--- src/rtl/opm_write_sequencer.sv ---
// Queues host register writes and replays each one on the IKAOPM CPU bus as an
// address cycle followed by a data cycle, with programmable setup/strobe/hold/recovery widths.
module opm_write_sequencer #(
  parameter int DEPTH       = 8,
  parameter int SETUP_CYC   = 15,
  parameter int STROBE_CYC  = 20,
  parameter int HOLD_CYC    = 15,
  parameter int RECOVER_CYC = 256
) (
  input  logic                     i_EMUCLK,
  input  logic                     i_RST,
  input  logic                     i_WR_VALID,
  output logic                     o_WR_READY,
  input  logic [7:0]               i_WR_ADDR,
  input  logic [7:0]               i_WR_DATA,
  input  logic                     i_PAUSE,
  output logic                     o_CS_n,
  output logic                     o_WR_n,
  output logic                     o_A0,
  output logic [7:0]               o_D,
  output logic [$clog2(DEPTH):0]   o_LEVEL,
  output logic                     o_BUSY
);

  localparam int AW      = $clog2(DEPTH);
  localparam int LW      = AW + 1;
  localparam int MAX_SS  = (SETUP_CYC > STROBE_CYC) ? SETUP_CYC : STROBE_CYC;
  localparam int MAX_HR  = (HOLD_CYC > RECOVER_CYC) ? HOLD_CYC : RECOVER_CYC;
  localparam int MAX_CYC = (MAX_SS > MAX_HR) ? MAX_SS : MAX_HR;
  localparam int CW      = $clog2(MAX_CYC + 1);

  localparam logic [CW-1:0] C_SETUP   = CW'(SETUP_CYC - 1);
  localparam logic [CW-1:0] C_STROBE  = CW'(STROBE_CYC - 1);
  localparam logic [CW-1:0] C_HOLD    = CW'(HOLD_CYC - 1);
  localparam logic [CW-1:0] C_RECOVER = CW'(RECOVER_CYC - 1);

  typedef enum logic [2:0] {
    IDLE,
    A_SETUP,
    A_STROBE,
    A_HOLD,
    D_SETUP,
    D_STROBE,
    D_HOLD,
    RECOVER
  } state_t;

  state_t          state, state_next, bus_state;
  logic [CW-1:0]   cnt, cnt_next;
  logic            push, pop;
  logic [15:0]     mem [DEPTH];
  logic [AW-1:0]   wr_ptr, rd_ptr;
  logic [7:0]      cur_addr, cur_data;
  logic            cs_next, wr_next, a0_next;
  logic [7:0]      d_next;

  assign o_WR_READY = ~i_RST & (o_LEVEL != LW'(DEPTH));
  assign push       = i_WR_VALID & o_WR_READY;

  always_ff @(posedge i_EMUCLK) begin
    if (push) begin
      mem[wr_ptr] <= {i_WR_ADDR, i_WR_DATA};
    end
  end

  // A full FIFO refuses a push even when the head is popped in the same cycle.
  always_ff @(posedge i_EMUCLK) begin
    if (i_RST) begin
      wr_ptr  <= '0;
      rd_ptr  <= '0;
      o_LEVEL <= '0;
    end else begin
      if (push) wr_ptr <= wr_ptr + 1'b1;
      if (pop)  rd_ptr <= rd_ptr + 1'b1;
      case ({push, pop})
        2'b10:   o_LEVEL <= o_LEVEL + 1'b1;
        2'b01:   o_LEVEL <= o_LEVEL - 1'b1;
        default: o_LEVEL <= o_LEVEL;
      endcase
    end
  end

  always_ff @(posedge i_EMUCLK) begin
    if (i_RST) begin
      state    <= IDLE;
      cnt      <= '0;
      cur_addr <= '0;
      cur_data <= '0;
    end else begin
      state <= state_next;
      cnt   <= cnt_next;
      if (pop) {cur_addr, cur_data} <= mem[rd_ptr];
    end
  end

  // The phase counter is loaded with N-1 on entry; the phase ends when it hits zero.
  always_comb begin
    state_next = state;
    cnt_next   = cnt;
    pop        = 1'b0;
    if (state == IDLE) begin
      if ((o_LEVEL != '0) && !i_PAUSE) begin
        pop        = 1'b1;
        state_next = A_SETUP;
        cnt_next   = C_SETUP;
      end
    end else if (cnt != '0) begin
      cnt_next = cnt - 1'b1;
    end else begin
      case (state)
        A_SETUP:  begin state_next = A_STROBE; cnt_next = C_STROBE;  end
        A_STROBE: begin state_next = A_HOLD;   cnt_next = C_HOLD;    end
        A_HOLD:   begin state_next = D_SETUP;  cnt_next = C_SETUP;   end
        D_SETUP:  begin state_next = D_STROBE; cnt_next = C_STROBE;  end
        D_STROBE: begin state_next = D_HOLD;   cnt_next = C_HOLD;    end
        D_HOLD:   begin state_next = RECOVER;  cnt_next = C_RECOVER; end
        default:  begin state_next = IDLE;     cnt_next = '0;        end
      endcase
    end
  end

  always_comb begin
    cs_next = 1'b1;
    wr_next = 1'b1;
    a0_next = o_A0;
    d_next  = o_D;
    case (state)
      A_SETUP:  begin cs_next = 1'b0; a0_next = 1'b0; d_next = cur_addr; end
      A_STROBE: begin cs_next = 1'b0; wr_next = 1'b0; a0_next = 1'b0; d_next = cur_addr; end
      A_HOLD:   begin a0_next = 1'b0; d_next = cur_addr; end
      D_SETUP:  begin cs_next = 1'b0; a0_next = 1'b1; d_next = cur_data; end
      D_STROBE: begin cs_next = 1'b0; wr_next = 1'b0; a0_next = 1'b1; d_next = cur_data; end
      D_HOLD:   begin a0_next = 1'b1; d_next = cur_data; end
      RECOVER:  begin a0_next = 1'b1; d_next = cur_data; end
      default:  ;
    endcase
  end

  // Busy also tracks the phase still visible on the registered bus, so it never
  // drops while the pins reflect an unfinished transaction.
  always_ff @(posedge i_EMUCLK) begin
    if (i_RST) begin
      o_CS_n    <= 1'b1;
      o_WR_n    <= 1'b1;
      o_A0      <= 1'b0;
      o_D       <= '0;
      bus_state <= IDLE;
      o_BUSY    <= 1'b0;
    end else begin
      o_CS_n    <= cs_next;
      o_WR_n    <= wr_next;
      o_A0      <= a0_next;
      o_D       <= d_next;
      bus_state <= state;
      o_BUSY    <= (state != IDLE) | (bus_state != IDLE) | (o_LEVEL != '0);
    end
  end

endmodule

--- config.mk ---
export PLATFORM = sky130hd
export DESIGN_NAME = opm_write_sequencer
export DESIGN_NICKNAME = d
export VERILOG_FILES = /design/src/rtl/opm_write_sequencer.sv
export SDC_FILE = /design/constraint.sdc
export NUM_CORES = 1
export LEC_CHECK = 0
export ABC_AREA = 1
export CAP_MARGIN = 20
export CELL_PAD_IN_SITES_DETAIL_PLACEMENT = 0
export CELL_PAD_IN_SITES_GLOBAL_PLACEMENT = 1
export CORE_MARGIN = 2
export CORE_UTILIZATION = 48
export CTS_BUF_LIST = sky130_fd_sc_hd__clkbuf_4 sky130_fd_sc_hd__clkbuf_8 sky130_fd_sc_hd__clkbuf_16
export DETAILED_ROUTE_END_ITERATION = 6
export MAX_ROUTING_LAYER = met4
export PLACE_DENSITY = 0.87
export SYNTH_ARGS = -nofsm -noshare
export SYNTH_HDL_FRONTEND = slang
export SYNTH_SLANG_ARGS = --single-unit
--- constraint.sdc ---
create_clock -name i_EMUCLK -period 3.3 [get_ports i_EMUCLK]
set_input_delay 0.66 -clock i_EMUCLK [delete_from_list [all_inputs] [get_ports i_EMUCLK]]
set_output_delay 0.66 -clock i_EMUCLK [all_outputs]
set_load 0.01 [all_outputs]
==> impl_metrics.toml, run 1 <==
[die]
start_util_pct = 48.5
rows = 45
dieArea_sq_mm = 0.0162
die_y_um = 127
core_area_sq_mm = 0.0150
die_w_um = 127
io_pins = 37

[detailed_routing]
drt-vias-per-instance = 5.53
drt_iter0_markers = 415
drc = 0
routedWlPerCell_um = 16.7
first_pass_iters = 5
vias = 5017
drtAntennaViolNets = 0
routed_wl_um = 15200

[worst_setup_path]
critPathLaunch = "state[2]"
cp_max_fo = 20
critPathCaptureType = "register"
crit_arrival_ps = 3010
cpMaxStageDelayCell = "dfxtp_1"
path_cells = "inv_2, nand2_2, inv_4, nand3_4, inv_1, ha_1, nand2_1, inv_1, nor2_1, ha_1, a21oi_1, xnor2_1, o21ai_0, inv_1"
worstSetupStartpointType = "register"
critPathTopFamily = "simple AND/OR/NAND/NOR gates"
cp_common_cell = "inv_1"
worst_ep_required_time_ps = 3620
timing.rr.start = "state[2]"
criticalPathCategory = "reg2reg"
critPathBufInv = 5
crit_path_max_incr_delay_ps = 590

[pwr]
total_power_mw = 6.39
p_per_area_mw_per_mm2 = 761
peakVddDrop_uv = 436
p_leak_nw = 2.97

[clock_tree]
cts_made_buffers = 17
clk_latency_ps = 430
cts.path.max_buffers = 2
cts_sinks = 181
postCtsSetupBuffers = 0
cts_max_level = 4
holdBufCountCts = 0
cts_resized = 0
path_clk_slew_ps = 70
cts_tree = "done"
cts-root-buf = "clkbuf_16"

[finish]
area_growth_syn_to_layout_pct = 15.1
antenna_cells = 0
n_fill_cell = 1240
layout.nets = 732
final_util_pct = 55.8
final_layout_size_suffix_gt1_share_pct = 9.18
stdcell_count = 907

[synthesis]
syn_nets = 695
synth_top_area_share_pct = 52.7
yosysWarningCount = 0
synth_cells = 669
synth_area_sq_mm = 0.00729
ys_seq_area_share_pct = 67.3
yosys.area.top_type = "edfxtp_1"
syn_avg_cell_area_sq_um = 10.9
ys_seq_elements = 181
netlist_top_cells_area = "edfxtp_1 53%, dfxtp_1 15%, o21ai_0 5.6%"
synth_cell_type_count = 39

[timing]
max_clock_freq_mhz = 372
setup_viol = 0
period_share_pct = 81.5
tightest_slew_ps = 1040
hold_ws_ps = 452
period_minus_slack_ps = 2690
clock_skew_ps = 8.61
finalHoldViolCount = 0
slew_headroom_pct = 30.9
drv_slew = 0
finalSetupTns_ps = 0
rsz0062_at_grt = "false"

[global_routing]
grtUsageTotal_pct = 20.2
antenna_found_initial = 0
grt_pass1_wl_um = 24400
grt_max_degree = 68
first_global_vias = 4852
grt_overflow = 0

[run]
maxCapViolations = 0

[place]
gp_congestion = 0.878
dp.cells = 875
place_hpwl_um = 9170
portBuffers = 36

[hold_path]
min_path_type = "reg2reg"
hold_start = "cur_addr[4]"

[run_status]
run_status = "finished, final reports clean"
-- final cells by class --
cell class	count	area, sq um	area share, %
clock buffers	17	425	5.07
repair buffers	49	458	5.46
multi-input cells	423	2110	25.2
flip-flops and latches	181	4910	58.5
well taps	188	235	2.80
clock inverters	15	120	1.43
inverters	34	134	1.60
-- metal layers --
layer | share of wire (%) | wire (um) | global-route usage [%] | vias to the layer above
li1 | - | - | - | 2447
met1 | 44 | 6670 | 25.3 | 2399
met2 | 50 | 7570 | 33.4 | 149
met3 | 4.6 | 698 | 3.64 | 22
met4 | 1.5 | 234 | 7.11 | 0
met5 | 0 | 0 | - | -
-- worst min-delay path: cells and delay by family (launching register included) --
family | cells | cell delay (ps)
flops | 1 | 310
simple gates | 2 | 100
-- cells in the mapped netlist --
cell type / number
nor2_8: 1
inv_4: 2
a31oi_1: 8
clkbuf_1: 17
ha_1: 6
nand2_1: 103
nand3_4: 1
o21a_1: 1
nand4_1: 3
nand3_1: 32
nor3b_1: 1
inv_1: 28
xnor2_1: 1
buf_2: 7
nor3_1: 8
or2_2: 2
dfxtp_1: 53
xor2_1: 3
o221ai_1: 14
buf_8: 1
nand2_2: 4
a31oi_2: 1
buf_6: 1
clkinv_2: 1
buf_4: 4
nand3_2: 2
nor2_4: 1
edfxtp_1: 128
nor2_2: 2
o21ai_1: 6
inv_2: 2
nor2_1: 105
o211ai_1: 14
o22ai_1: 4
a211oi_1: 1
clkinv_1: 1
o21ai_0: 81
buf_1: 1
a21oi_1: 18
-- stage by stage --
step	setup WS (ps)	instance area [sq um]
after detailed placement	444	7850
after floorplan	442	7290
after CTS	620	8390
final	610	8390
after global routing	264	8390
after global placement	491	7850
-- registers in the layout, indices dropped and copies added, names as in the netlist, 3 cells and up --
signal and flops:
mem 128, cur_addr 8, cnt 9, o_LEVEL 4
cur_data 8, o_D 8, bus_state 3, rd_ptr 3
wr_ptr 3, state 3
-- where the power goes --
group          total, mW  switching, mW  internal [mW]
combinational       1.71           1.10          0.604
sequential          2.81          0.159           2.65
clock               1.87          0.890          0.982
total               6.39           2.15           4.24
-- worst paths after layout --
kind | endpoint | slack [ps] | cells past startpoint
setup / recovery | o_LEVEL[2] | 610 | 14
hold / removal | cur_addr[4] | 450 | 2
setup reg to reg | o_LEVEL[2] | 610 | 14
hold reg to reg | cur_addr[4] | 450 | 2
-- layout by cell type, fill, tap and decap left out, drive strengths merged --
cell type | synthesis | layout
nand3 | 35 | 35
o21ai | 87 | 87
xnor2 | 1 | 1
buf | 14 | 13
o21a | 1 | 1
o211ai | 14 | 14
ha | 6 | 6
a211oi | 1 | 1
o22ai | 4 | 4
clkbuf | 17 | 17
clkdlybuf4s50 | 0 | 36
nand4 | 3 | 3
a21oi | 18 | 18
nand2 | 107 | 107
a31oi | 9 | 9
dfxtp | 53 | 53
xor2 | 3 | 3
nor2 | 109 | 109
clkinv | 2 | 8
inv | 32 | 39
o221ai | 14 | 14
edfxtp | 128 | 128
or2 | 2 | 2
nor3b | 1 | 1
clkinvlp | 0 | 2
nor3 | 8 | 8
-- logic make-up (layout without fill, tap and decap cells) --
kind of cell    count (synthesis)  after routing  share of synthesized area, %
simple gates                  265            265                          15.4
flops                         181            181                          67.3
compound gates                148            148                          11.7
buf+inv                        65            115                          4.02
fa+ha+maj                       6              6                          1.03
xor+xnor                        4              4                         0.481
Note: power is estimated with default switching activity, not from simulation.
==> inputs of run 2 (changes only) <==
--- a/config.mk
+++ b/config.mk
@@ -10,11 +10,11 @@
 export CELL_PAD_IN_SITES_DETAIL_PLACEMENT = 0
 export CELL_PAD_IN_SITES_GLOBAL_PLACEMENT = 1
 export CORE_MARGIN = 2
-export CORE_UTILIZATION = 48
+export CORE_UTILIZATION = 43
 export CTS_BUF_LIST = sky130_fd_sc_hd__clkbuf_4 sky130_fd_sc_hd__clkbuf_8 sky130_fd_sc_hd__clkbuf_16
 export DETAILED_ROUTE_END_ITERATION = 6
 export MAX_ROUTING_LAYER = met4
-export PLACE_DENSITY = 0.87
+export PLACE_DENSITY = 0.83
 export SYNTH_ARGS = -nofsm -noshare
 export SYNTH_HDL_FRONTEND = slang
 export SYNTH_SLANG_ARGS = --single-unit
==> constraint.sdc (replaced) <==
create_clock -name i_EMUCLK -period 2.4 [get_ports i_EMUCLK]
set_input_delay 0.48 -clock i_EMUCLK [delete_from_list [all_inputs] [get_ports i_EMUCLK]]
set_output_delay 0.48 -clock i_EMUCLK [all_outputs]
set_load 0.01 [all_outputs]
==> run 2 against run 1 <==
  * Power grew 44%
  * Sequential power grew 38%
  * First-iteration DRC count grew 18%
  * Die area grew 11%
  * Combinational power grew 46%
==> impl_metrics.toml, run 2 (same netlist as run 1, synthesis figures left out) <==
[detailed_routing]
drt-vias-per-instance = 5.39
drtAntennaViolNets = 0
first_pass_iters = 5
vias = 5124
drc = 0
routed_wl_um = 15800
drt_iter0_markers = 489
routedWlPerCell_um = 16.6

[global_routing]
first_global_vias = 5017
antenna_found_initial = 0
grtUsageTotal_pct = 19.1
grt_pass1_wl_um = 25600
grt_overflow = 0
grt_max_degree = 65

[worst_setup_path]
critPathTopFamily = "buffers and inverters"
critPathCaptureType = "output pin"
worstSetupStartpointType = "input port"
cpMaxStageDelayCell = "clkdlybuf4s50_1"
critPathBufInv = 3
worst_ep_required_time_ps = 1920
criticalPathCategory = "in2out"
cp_max_fo = 2
crit_path_max_incr_delay_ps = 520
path_cells = "clkdlybuf4s50_1, a31oi_4, buf_4, clkdlybuf4s50_1"
cp_common_cell = "clkdlybuf4s50_1"
timing.rr.start = "o_LEVEL[0]"
critPathLaunch = "i_RST"
crit_arrival_ps = 1840

[die]
io_pins = 37
die_w_um = 134
dieArea_sq_mm = 0.0180
core_area_sq_mm = 0.0166
rows = 47
start_util_pct = 44.0
die_y_um = 134

[clock_tree]
clk_latency_ps = 430
cts_max_level = 4
cts.path.max_buffers = 2
postCtsSetupBuffers = 0
cts_made_buffers = 17
holdBufCountCts = 0
cts-root-buf = "clkbuf_16"
cts_sinks = 181
cts_tree = "done"
path_clk_slew_ps = 70

[finish]
mostFrequentLayoutCells = "128 x edfxtp_1, 105 x nor2_1, 103 x nand2_1, 81 x o21ai_0, 51 x dfxtp_1"
area_growth_syn_to_layout_pct = 18.8
layout_commonest_cell = "edfxtp_1"
n_fill_cell = 1427
antenna_cells = 0
top_register = "mem"
reg_top3 = "mem (128), cnt (9)"
layout.nets = 743
final_layout_size_suffix_gt1_share_pct = 11.0
largest_reg_flops = 128

[timing]
clock_skew_ps = 7.84
hold_ws_ps = 454
period_minus_slack_ps = 2320
slew_headroom_pct = 56.8
period_share_pct = 96.8
tightest_slew_ps = 644
max_clock_freq_mhz = 430
rsz0062_at_grt = "false"
drv_slew = 0
finalHoldViolCount = 0
setup_slack_ps = 76.8
setup_viol = 0

[run]
maxCapViolations = 0

[place]
dp_slack_ps = -87.5
portBuffers = 36
gp_congestion = 0.881
place_hpwl_um = 10100

[hold_path]
hold_start = "cur_data[3]"
min_path_type = "reg2reg"

[pwr]
p_leak_nw = 3.08
total_power_mw = 9.18
p_per_area_mw_per_mm2 = 1060
peakVddDrop_uv = 604

[run_status]
run_status = "finished, final reports clean"
[run 2: cell count changes in the layout (fill, tap and decap cells not counted), sizes merged]
cell / delta
clkinv: -2
buf: +11
clkbuf: +1
bufinv: +2
clkinvlp: -2
inv: +1
[run 2: area by class of cell]
class / instances / area [sq um] / area share, %
Tap cell: 220 / 275 / 3.18
Clock buffer: 18 / 433 / 5.00
Inverter: 34 / 134 / 1.55
Multi-Input combinational cell: 423 / 2120 / 24.5
Sequential cell: 181 / 4910 / 56.7
Timing Repair Buffer: 60 / 628 / 7.25
Clock inverter: 14 / 164 / 1.89
[run 2: metrics by stage]
stage	TNS (ps)	cell area, sq um	std cells	util (%)
after floorplan	-17800	7290	669	-
after global placement	0	8060	918	48.6
after detailed placement	-103	8060	918	48.6
after CTS	0	8650	950	52.2
after global routing	0	8660	950	52.2
final	0	8660	950	52.2
[run 2: worst paths after layout]
path	end	slack [ps]	cells past startpoint
min reg2reg	cur_data[3]	450	2
max reg2reg	o_LEVEL[2]	280	13
max	o_WR_READY	80	4
min	cur_data[3]	450	2
[run 2: worst register-to-register path, cell delays in order (launching register included)]
cell,delay [ps]
dfxtp_2,360
nor2_1,240
nand3_2,170
nand3_4,90
inv_1,50
ha_1,220
nand2_1,110
inv_1,50
nor2_1,140
ha_1,170
a21oi_1,40
xnor2_1,140
o21ai_0,180
inv_1,60
[run 2: repair_timing]
item,4_1_cts,5_1_grt
resized for setup,0,2
setup endpoints to repair,0,1
hold endpoints to repair,0,0
[run 2: per-layer routing]
layer  track usage (%)  vias to the layer above  share of wire [%]
li1                  -                     2457                  -
met1              23.5                     2500                 44
met2              31.0                      142                 49
met3              4.65                       25                5.0
met4              6.20                        0                1.6
met5                 -                        -                  0
[run 2: power by group]
group / switching, mW / leakage, nW / internal (mW) / total [mW]
clock network: 1.24 / 0.297 / 1.58 / 2.82
logic: 1.57 / 1.19 / 0.922 / 2.49
registers: 0.227 / 1.59 / 3.64 / 3.87
==> inputs of run 3 (changes only) <==
--- a/config.mk
+++ b/config.mk
@@ -10,11 +10,11 @@
 export CELL_PAD_IN_SITES_DETAIL_PLACEMENT = 0
 export CELL_PAD_IN_SITES_GLOBAL_PLACEMENT = 1
 export CORE_MARGIN = 2
-export CORE_UTILIZATION = 43
+export CORE_UTILIZATION = 51
 export CTS_BUF_LIST = sky130_fd_sc_hd__clkbuf_4 sky130_fd_sc_hd__clkbuf_8 sky130_fd_sc_hd__clkbuf_16
 export DETAILED_ROUTE_END_ITERATION = 6
 export MAX_ROUTING_LAYER = met4
-export PLACE_DENSITY = 0.83
+export PLACE_DENSITY = 0.91
 export SYNTH_ARGS = -nofsm -noshare
 export SYNTH_HDL_FRONTEND = slang
 export SYNTH_SLANG_ARGS = --single-unit
==> constraint.sdc (replaced) <==
create_clock -name i_EMUCLK -period 2.75 [get_ports i_EMUCLK]
set_input_delay 0.55 -clock i_EMUCLK [delete_from_list [all_inputs] [get_ports i_EMUCLK]]
set_output_delay 0.55 -clock i_EMUCLK [all_outputs]
set_load 0.01 [all_outputs]
==> run 3 against run 2 <==
  * Core utilization grew 8.4 points
  * Power shrank 15%
  * Register-to-register slack improved by 190 ps
  * Non-clock buffer count down 6
  * Worst setup slack gained 240 ps
  * Critical path depth shrank 1
  * Clock skew grew 2.1 ps
  * Via count decreased by 0.82%
  * Wire length down 2.4%
  * Sequential share of layout area up 1.4 points
  * Worst hold slack better by 3.5 ps
  * Count of clock-buffer cells in the layout unchanged
==> impl_metrics.toml, run 3 (same netlist as run 1, synthesis figures left out) <==
[run_status]
run_status = "finished, final reports clean"

[worst_setup_path]
worstSetupStartpointType = "input port"
cp_common_cell = "clkdlybuf4s50_1"
crit_arrival_ps = 1880
critPathTopFamily = "buffers and inverters"
cp_max_fo = 3
critPathBufInv = 2
worst_ep_required_time_ps = 2200
critPathLaunch = "i_RST"
crit_path_max_incr_delay_ps = 590
timing.rr.start = "o_LEVEL[0]"
criticalPathCategory = "in2out"
path_cells = "clkdlybuf4s50_1, a31oi_2, clkdlybuf4s50_1"
critPathCaptureType = "output pin"
cpMaxStageDelayCell = "clkdlybuf4s50_1"

[detailed_routing]
first_pass_iters = 6
routed_wl_um = 15400
drt_iter0_markers = 622
drc = 0
drt-vias-per-instance = 5.62
vias = 5082
drtAntennaViolNets = 0
routedWlPerCell_um = 17.0

[finish]
stdcell_count = 904
area_growth_syn_to_layout_pct = 16.0
n_fill_cell = 1111
reg_top3 = "mem (128), cnt (9)"
largest_reg_flops = 128
multi_input_comb_area_sq_mm = 0.00211
seq_area_sq_mm = 0.00491
top_register = "mem"
layout.nets = 737
mostFrequentLayoutCells = "128 x edfxtp_1, 105 x nor2_1, 103 x nand2_1, 81 x o21ai_0, 52 x dfxtp_1"
final_layout_size_suffix_gt1_share_pct = 9.94
fin_area_sq_mm = 0.00845
layout_commonest_cell = "edfxtp_1"
antenna_cells = 0

[timing]
finalHoldViolCount = 0
period_share_pct = 88.4
period_minus_slack_ps = 2430
hold_ws_ps = 457
finalSetupTns_ps = 0
drv_slew = 0
rsz0062_at_grt = "false"
setup_slack_ps = 318
setup_viol = 0
slew_headroom_pct = 56.3
max_clock_freq_mhz = 411
clock_skew_ps = 9.93
tightest_slew_ps = 651

[global_routing]
grt_max_degree = 68
grt_pass1_wl_um = 24400
antenna_found_initial = 0
grt_overflow = 0
first_global_vias = 4788
grtUsageTotal_pct = 22.3

[clock_tree]
cts-root-buf = "clkbuf_16"
holdBufCountCts = 0
cts_made_buffers = 17
cts_sinks = 181
postCtsSetupBuffers = 0
cts_resized = 0
path_clk_slew_ps = 60
cts_tree = "done"
cts_max_level = 4
cts.path.max_buffers = 2
clk_latency_ps = 430

[pwr]
p_leak_nw = 3.01
p_per_area_mw_per_mm2 = 926
peakVddDrop_uv = 633

[die]
die_y_um = 124
start_util_pct = 52.3
die_w_um = 124
dieArea_sq_mm = 0.0153
core_area_sq_mm = 0.0139
io_pins = 37
rows = 43

[place]
portBuffers = 36
place_area_sq_mm = 0.00787
dp_slack_ps = 119
gp_congestion = 0.854
dp.cells = 872
place_hpwl_um = 9680

[hold_path]
hold_start = "cur_data[5]"
min_path_type = "reg2reg"

[run]
maxCapViolations = 0
run 3: area by class of cell:
cell class / count / share of cell area (%)
timing repair buffer: 54 / 5.86
tap: 180 / 2.66
multi-input combinational: 423 / 25.0
clock buffer: 18 / 5.12
sequential: 181 / 58.0
inverter: 34 / 1.58
clock inverter: 14 / 1.76
run 3: routing by layer:
layer	up-vias	track usage (%)	part of all wire, %
li1	2446	-	-
met1	2449	28.0	43
met2	164	35.2	49
met3	23	5.63	5.9
met4	0	8.10	1.6
met5	-	-	0
run 3: final timing paths:
check           endpoint  slack [ps]  cells after the start
max           o_WR_READY         320                      3
min          cur_data[5]         460                      2
max reg2reg   o_LEVEL[2]         470                     13
min reg2reg  cur_data[5]         460                      2
run 3: metrics by stage:
stage	total power, mW	util, %
after floorplan	4.88	-
after CTS	7.86	60.7
after global routing	8.25	60.7
final	7.82	60.7
after global placement	5.42	56.5
after detailed placement	5.48	56.5
run 3: worst min-delay path, cell delays in order, from the launching register on:
cell and delay (ps):
dfxtp_1 310, nand2_1 60, nand2_1 40
run 3: power by group:
| part | internal (mW) | total (mW) | switching, mW | leakage, nW |
|---|---|---|---|---|
| combinational | 0.739 | 2.08 | 1.34 | 1.14 |
| clock | 1.36 | 2.38 | 1.02 | 0.288 |
| sequential | 3.18 | 3.37 | 0.188 | 1.59 |
| total | 5.28 | 7.82 | 2.55 | 3.01 |
